<file path="src/rtl/mem_port_arbiter.sv">
// Round-robin arbiter sharing RAM port A between two requesters. Drives registered
// RAM commands and returns read data with a strobe after the 2-cycle RAM latency.
module mem_port_arbiter #(
  parameter int DATA = 18,
  parameter int ADDR = 14
) (
  input  logic            clka,
  input  logic            rst_n,
  input  logic            req0,
  input  logic            we0,
  input  logic [ADDR-1:0] addr0,
  input  logic [DATA-1:0] din0,
  output logic            ack0,
  output logic            rvalid0,
  output logic [DATA-1:0] rdata0,
  input  logic            req1,
  input  logic            we1,
  input  logic [ADDR-1:0] addr1,
  input  logic [DATA-1:0] din1,
  output logic            ack1,
  output logic            rvalid1,
  output logic [DATA-1:0] rdata1,
  output logic            ram_we,
  output logic [ADDR-1:0] ram_addr,
  output logic [DATA-1:0] ram_din,
  input  logic [DATA-1:0] ram_dout
);

  logic            last_grant_r;
  logic            grant_s;
  logic            sel_s;
  logic            win_we_s;
  logic [ADDR-1:0] win_addr_s;
  logic [DATA-1:0] win_din_s;
  logic            ram_we_r;
  logic [ADDR-1:0] ram_addr_r;
  logic [DATA-1:0] ram_din_r;
  logic            stg1_vld_r;
  logic            stg1_id_r;
  logic            rvalid0_r;
  logic            rvalid1_r;

  // Grant selection: a lone requester wins; contention goes to the port not granted last.
  always_comb begin
    grant_s = 1'b0;
    sel_s   = 1'b0;
    if (!rst_n) begin
      grant_s = 1'b0;
    end else if (req0 && req1) begin
      grant_s = 1'b1;
      sel_s   = ~last_grant_r;
    end else if (req0) begin
      grant_s = 1'b1;
      sel_s   = 1'b0;
    end else if (req1) begin
      grant_s = 1'b1;
      sel_s   = 1'b1;
    end else begin
      grant_s = 1'b0;
    end
  end

  // Command mux selecting the winning requester's access.
  always_comb begin
    win_we_s   = we0;
    win_addr_s = addr0;
    win_din_s  = din0;
    if (sel_s) begin
      win_we_s   = we1;
      win_addr_s = addr1;
      win_din_s  = din1;
    end else begin
      win_we_s   = we0;
      win_addr_s = addr0;
      win_din_s  = din0;
    end
  end

  assign ack0 = grant_s & ~sel_s;
  assign ack1 = grant_s & sel_s;

  // Issue register, grant history and read-return tracker.
  // The second tracker stage is kept pre-decoded per port as the rvalid registers.
  always_ff @(posedge clka) begin
    if (!rst_n) begin
      last_grant_r <= 1'b1;
      ram_we_r     <= 1'b0;
      ram_addr_r   <= {ADDR{1'b0}};
      ram_din_r    <= {DATA{1'b0}};
      stg1_vld_r   <= 1'b0;
      stg1_id_r    <= 1'b0;
      rvalid0_r    <= 1'b0;
      rvalid1_r    <= 1'b0;
    end else begin
      if (grant_s) begin
        last_grant_r <= sel_s;
        ram_addr_r   <= win_addr_s;
        ram_din_r    <= win_din_s;
      end else begin
        last_grant_r <= last_grant_r;
        ram_addr_r   <= ram_addr_r;
        ram_din_r    <= ram_din_r;
      end
      ram_we_r   <= grant_s & win_we_s;
      stg1_vld_r <= grant_s & ~win_we_s;
      stg1_id_r  <= sel_s;
      rvalid0_r  <= stg1_vld_r & ~stg1_id_r;
      rvalid1_r  <= stg1_vld_r & stg1_id_r;
    end
  end

  assign ram_we   = ram_we_r;
  assign ram_addr = ram_addr_r;
  assign ram_din  = ram_din_r;
  assign rvalid0  = rvalid0_r;
  assign rvalid1  = rvalid1_r;
  assign rdata0   = ram_dout;
  assign rdata1   = ram_dout;

endmodule
</file>
<file path="config.mk">
export PLATFORM = sky130hd
export DESIGN_NAME = mem_port_arbiter
export DESIGN_NICKNAME = d
export VERILOG_FILES = /design/src/rtl/mem_port_arbiter.sv
export SDC_FILE = /design/constraint.sdc
export NUM_CORES = 1
export LEC_CHECK = 0
export CORE_MARGIN = 5
export CORE_UTILIZATION = 37
export CTS_CLUSTER_SIZE = 16
export DETAILED_ROUTE_END_ITERATION = 8
export HOLD_SLACK_MARGIN = 0.08
export PLACE_DENSITY_LB_ADDON = 0.2
export SYNTH_ARGS = -nofsm -noshare
export SYNTH_HDL_FRONTEND = slang
export SYNTH_SLANG_ARGS = --single-unit
export TNS_END_PERCENT = 10
</file>
<file path="constraint.sdc">
create_clock -name clka -period 3.1 [get_ports clka]
set_clock_uncertainty 0.1 [all_clocks]
set_input_delay 0.93 -clock clka [delete_from_list [all_inputs] [get_ports clka]]
set_output_delay 0.93 -clock clka [all_outputs]
set_load 0.1 [all_outputs]
</file>
==> metrics.txt <==
number of setup buffers added after CTS 0; FF/Latch Area 761 sq um; post-route clock period utilization a little over nine tenths; final hold violations 0; Worst Setup End Kind output pin; layout cells sized above 1 a little under a third; Worst setup SP type input port; hold_buf cts 0; Max Clk Rate 331 MHz; Row Count 27; Post-Syn Nets 330; internal cell power a little under 900 uW; # DRC 0; drt first pass iters 4; largest net degree at the start of global routing 33; worst r2r dst stg1_vld_r; Cells after DPL 377; crit path DAT 1.99 ns; Synth top cells by count nand3_1 (57), buf_4 (39), dfxtp_1 (38), nand2_1 (31), o211ai_2 (28); Post-synth ARST share 0%; DRT antenna net count 0; Vias between 1500 and 2000; Comb pwr share 40.4%; Die Area approximately 7500 sq um; Reg2Reg Depth 4; number of global-route vias before repair 2114; Seq pwr share between 30% and 40%; CTS-repair resized insts 0; Final Critical Period between 3 and 4 ns; switching power just over 600 uW; crit path buf inv count 3; Stages on worst setup path 6; H-tree levels 2; Final Setup Violations 0; fin cells roughly 380; run status complete, no violations; post-synthesis cell area 2170 sq um; die span in y just under 90 um; final core occ between 50 and 60%; CTS Root Cell clkbuf_8; delay-heaviest family, CP buffers and inverters; CTS Buf Count 5; max_slew headroom 74.8%; Clk pwr share 22.6%; CP max stage cell clkdlybuf4s50_1; syn_area_per_cell 8.96 sq um; IO Port Bufs about 110; Hold WC Path Type flop to flop; CP required 2.07 ns; Max clock buf depth 2; detailed placement HPWL ~4.3 mm; Pleak about 1.3 nW; Die W 86.6 um; drt wl/cell around 16 um; synth warn 0; Peak supply drop approximately 0.0002 V; CTS clk-pin slew, worst paths ~0.070 ns; Post-synth EDFFs 0; IO Count 161; crit-path cells clkdlybuf4s50_1 -> and2_4 -> nand2_4 -> inv_2 -> nor2_4 -> buf_12; actual slew at the worst max-slew pin around 0.38 ns; flop-to-flop setup slack about 1.8 ns; first-pass GRT wire length 10.1 mm; top cell type by total area after synthesis dfxtp_1; Yosys cell types 26; Skew-Pair Late Insertion Delay approximately 0.29 ns; top-area cell type share of the netlist area between 30% and 40%; top-count cell post-synth nand3_1; top cells by area, synth dfxtp_1 (35%), o211ai_2 (16%), buf_4 (14%), nand3_1 (13%), nand2_1 (5.4%); number of antenna violations at the first check in global routing 0; Top FF cell, synth dfxtp_1; Routability Congestion 0.667; via/cell ratio approximately 5.1; GRT Residual Overflow 0; register area share after synthesis 35.1%; Seq cells post-synth 38; Initial Util between 30% and 40%; CTS tree built; area of the multi-input gates just under 1000 sq um; Final Max Tran Viols 0; fill cell count 544; unrepaired setup endpoints after global routing false; max_cap viols 0; ant diodes 0; Post-Synthesis Cells between 200 and 250; Layout Nets 400; core footprint 5610 sq um; Setup Crit Path Kind input port to output pin; TNS Setup 0 ns; crit path from req1; Clock Sinks 38; CP Max Fanout 4; pwr dens 498 nW/um^2; worst setup path endpoint ack0; Area Overhead vs Synth 38.1%; switching part of the total between 40% and 50%; crit-path max cell delay 0.50 ns; Total GRT Usage roughly 17%; Iter 0 DRT Violations between 40 and 50; WL final 5.99 mm; R2R Path Start last_grant_r
## placed cells by master (no fill, tap or decap)
master,instances
a21oi_1,1
dfxtp_1,38
nor3_1,4
clkbuf_8,6
a211oi_2,2
nand2_4,1
buf_4,47
dlymetal6s2s_1,1
nor3b_4,1
o21ai_0,4
nor2_4,1
nor2_1,7
o21ai_2,2
and3_1,1
buf_12,2
clkdlybuf4s50_1,68
and2_4,1
nand3_1,57
a211oi_1,2
inv_2,1
and3b_1,1
and2_0,1
or2_1,1
o211ai_2,28
nand2_1,30
inv_1,1
nand2_2,2
## cell type report
| class | instances | area share [%] |
|---|---|---|
| timing repair buffer | 118 | 36.3 |
| tap | 72 | 3.01 |
| sequential | 38 | 25.4 |
| multi-input combinational | 147 | 32.3 |
| inverter | 2 | 0.251 |
| clock buffer | 6 | 2.76 |
## through the flow
| step | total power [mW] | cell area, sq um | hold WS [ns] | setup WS (ns) |
|---|---|---|---|---|
| 6_report | 1.49 | 2990 | 0.309 | 0.0760 |
| 5_1_grt | 1.56 | 2990 | 0.326 | 0.00935 |
| 4_1_cts | 1.51 | 2990 | 0.313 | 0.0403 |
| 3_5_place_dp | 1.17 | 2910 | 0.304 | 0.0510 |
| 3_3_place_gp | 1.17 | 2910 | 0.299 | 0.0591 |
| 2_1_floorplan | 1.21 | 2180 | 0.283 | 0.122 |
## worst min path at each step
stage	from	end	slack, ns	cells after the start
CTS	stg1_id_r	rvalid0	0.31	1
finish	stg1_id_r	rvalid0	0.31	1
floorplan	stg1_id_r	rvalid0	0.28	1
global placement	stg1_id_r	rvalid0	0.30	1
detailed placement	stg1_id_r	rvalid0	0.30	1
global route	stg1_id_r	rvalid0	0.33	1
## power groups by stage
stage / Sequential [mW] / Clock [mW] / Combinational (mW)
2_1_floorplan: 0.849 / 0 / 0.357
3_3_place_gp: 0.563 / 0 / 0.604
3_5_place_dp: 0.563 / 0 / 0.606
4_1_cts: 0.553 / 0.352 / 0.607
5_1_grt: 0.559 / 0.370 / 0.629
6_report: 0.553 / 0.336 / 0.602
## kinds of logic (layout without fill, tap and decap cells)
group	count (synthesis)	in the layout	synth area share (%)
AND/OR/NAND/NOR	108	108	24.2
buffers and inverters	57	126	20.8
AO/OA/AOI/OAI	39	39	20.0
flip-flops	38	38	35.1
## state kept, by name, indices dropped and copies added, names as in the netlist
register	flops
ram_addr	14
stg1_vld_r	1
ram_we	1
stg1_id_r	1
rvalid0	1
ram_din	18
rvalid1	1
last_grant_r	1
## metal layers
| layer | wire [um] | track usage [%] |
|---|---|---|
| met4 | 70 | 5.10 |
| met5 | 0 | 0 |
| met3 | 537 | 5.04 |
| met2 | 2840 | 27.8 |
| met1 | 2540 | 21.0 |
No activity file was read; power rests on OpenSTA's default activity.
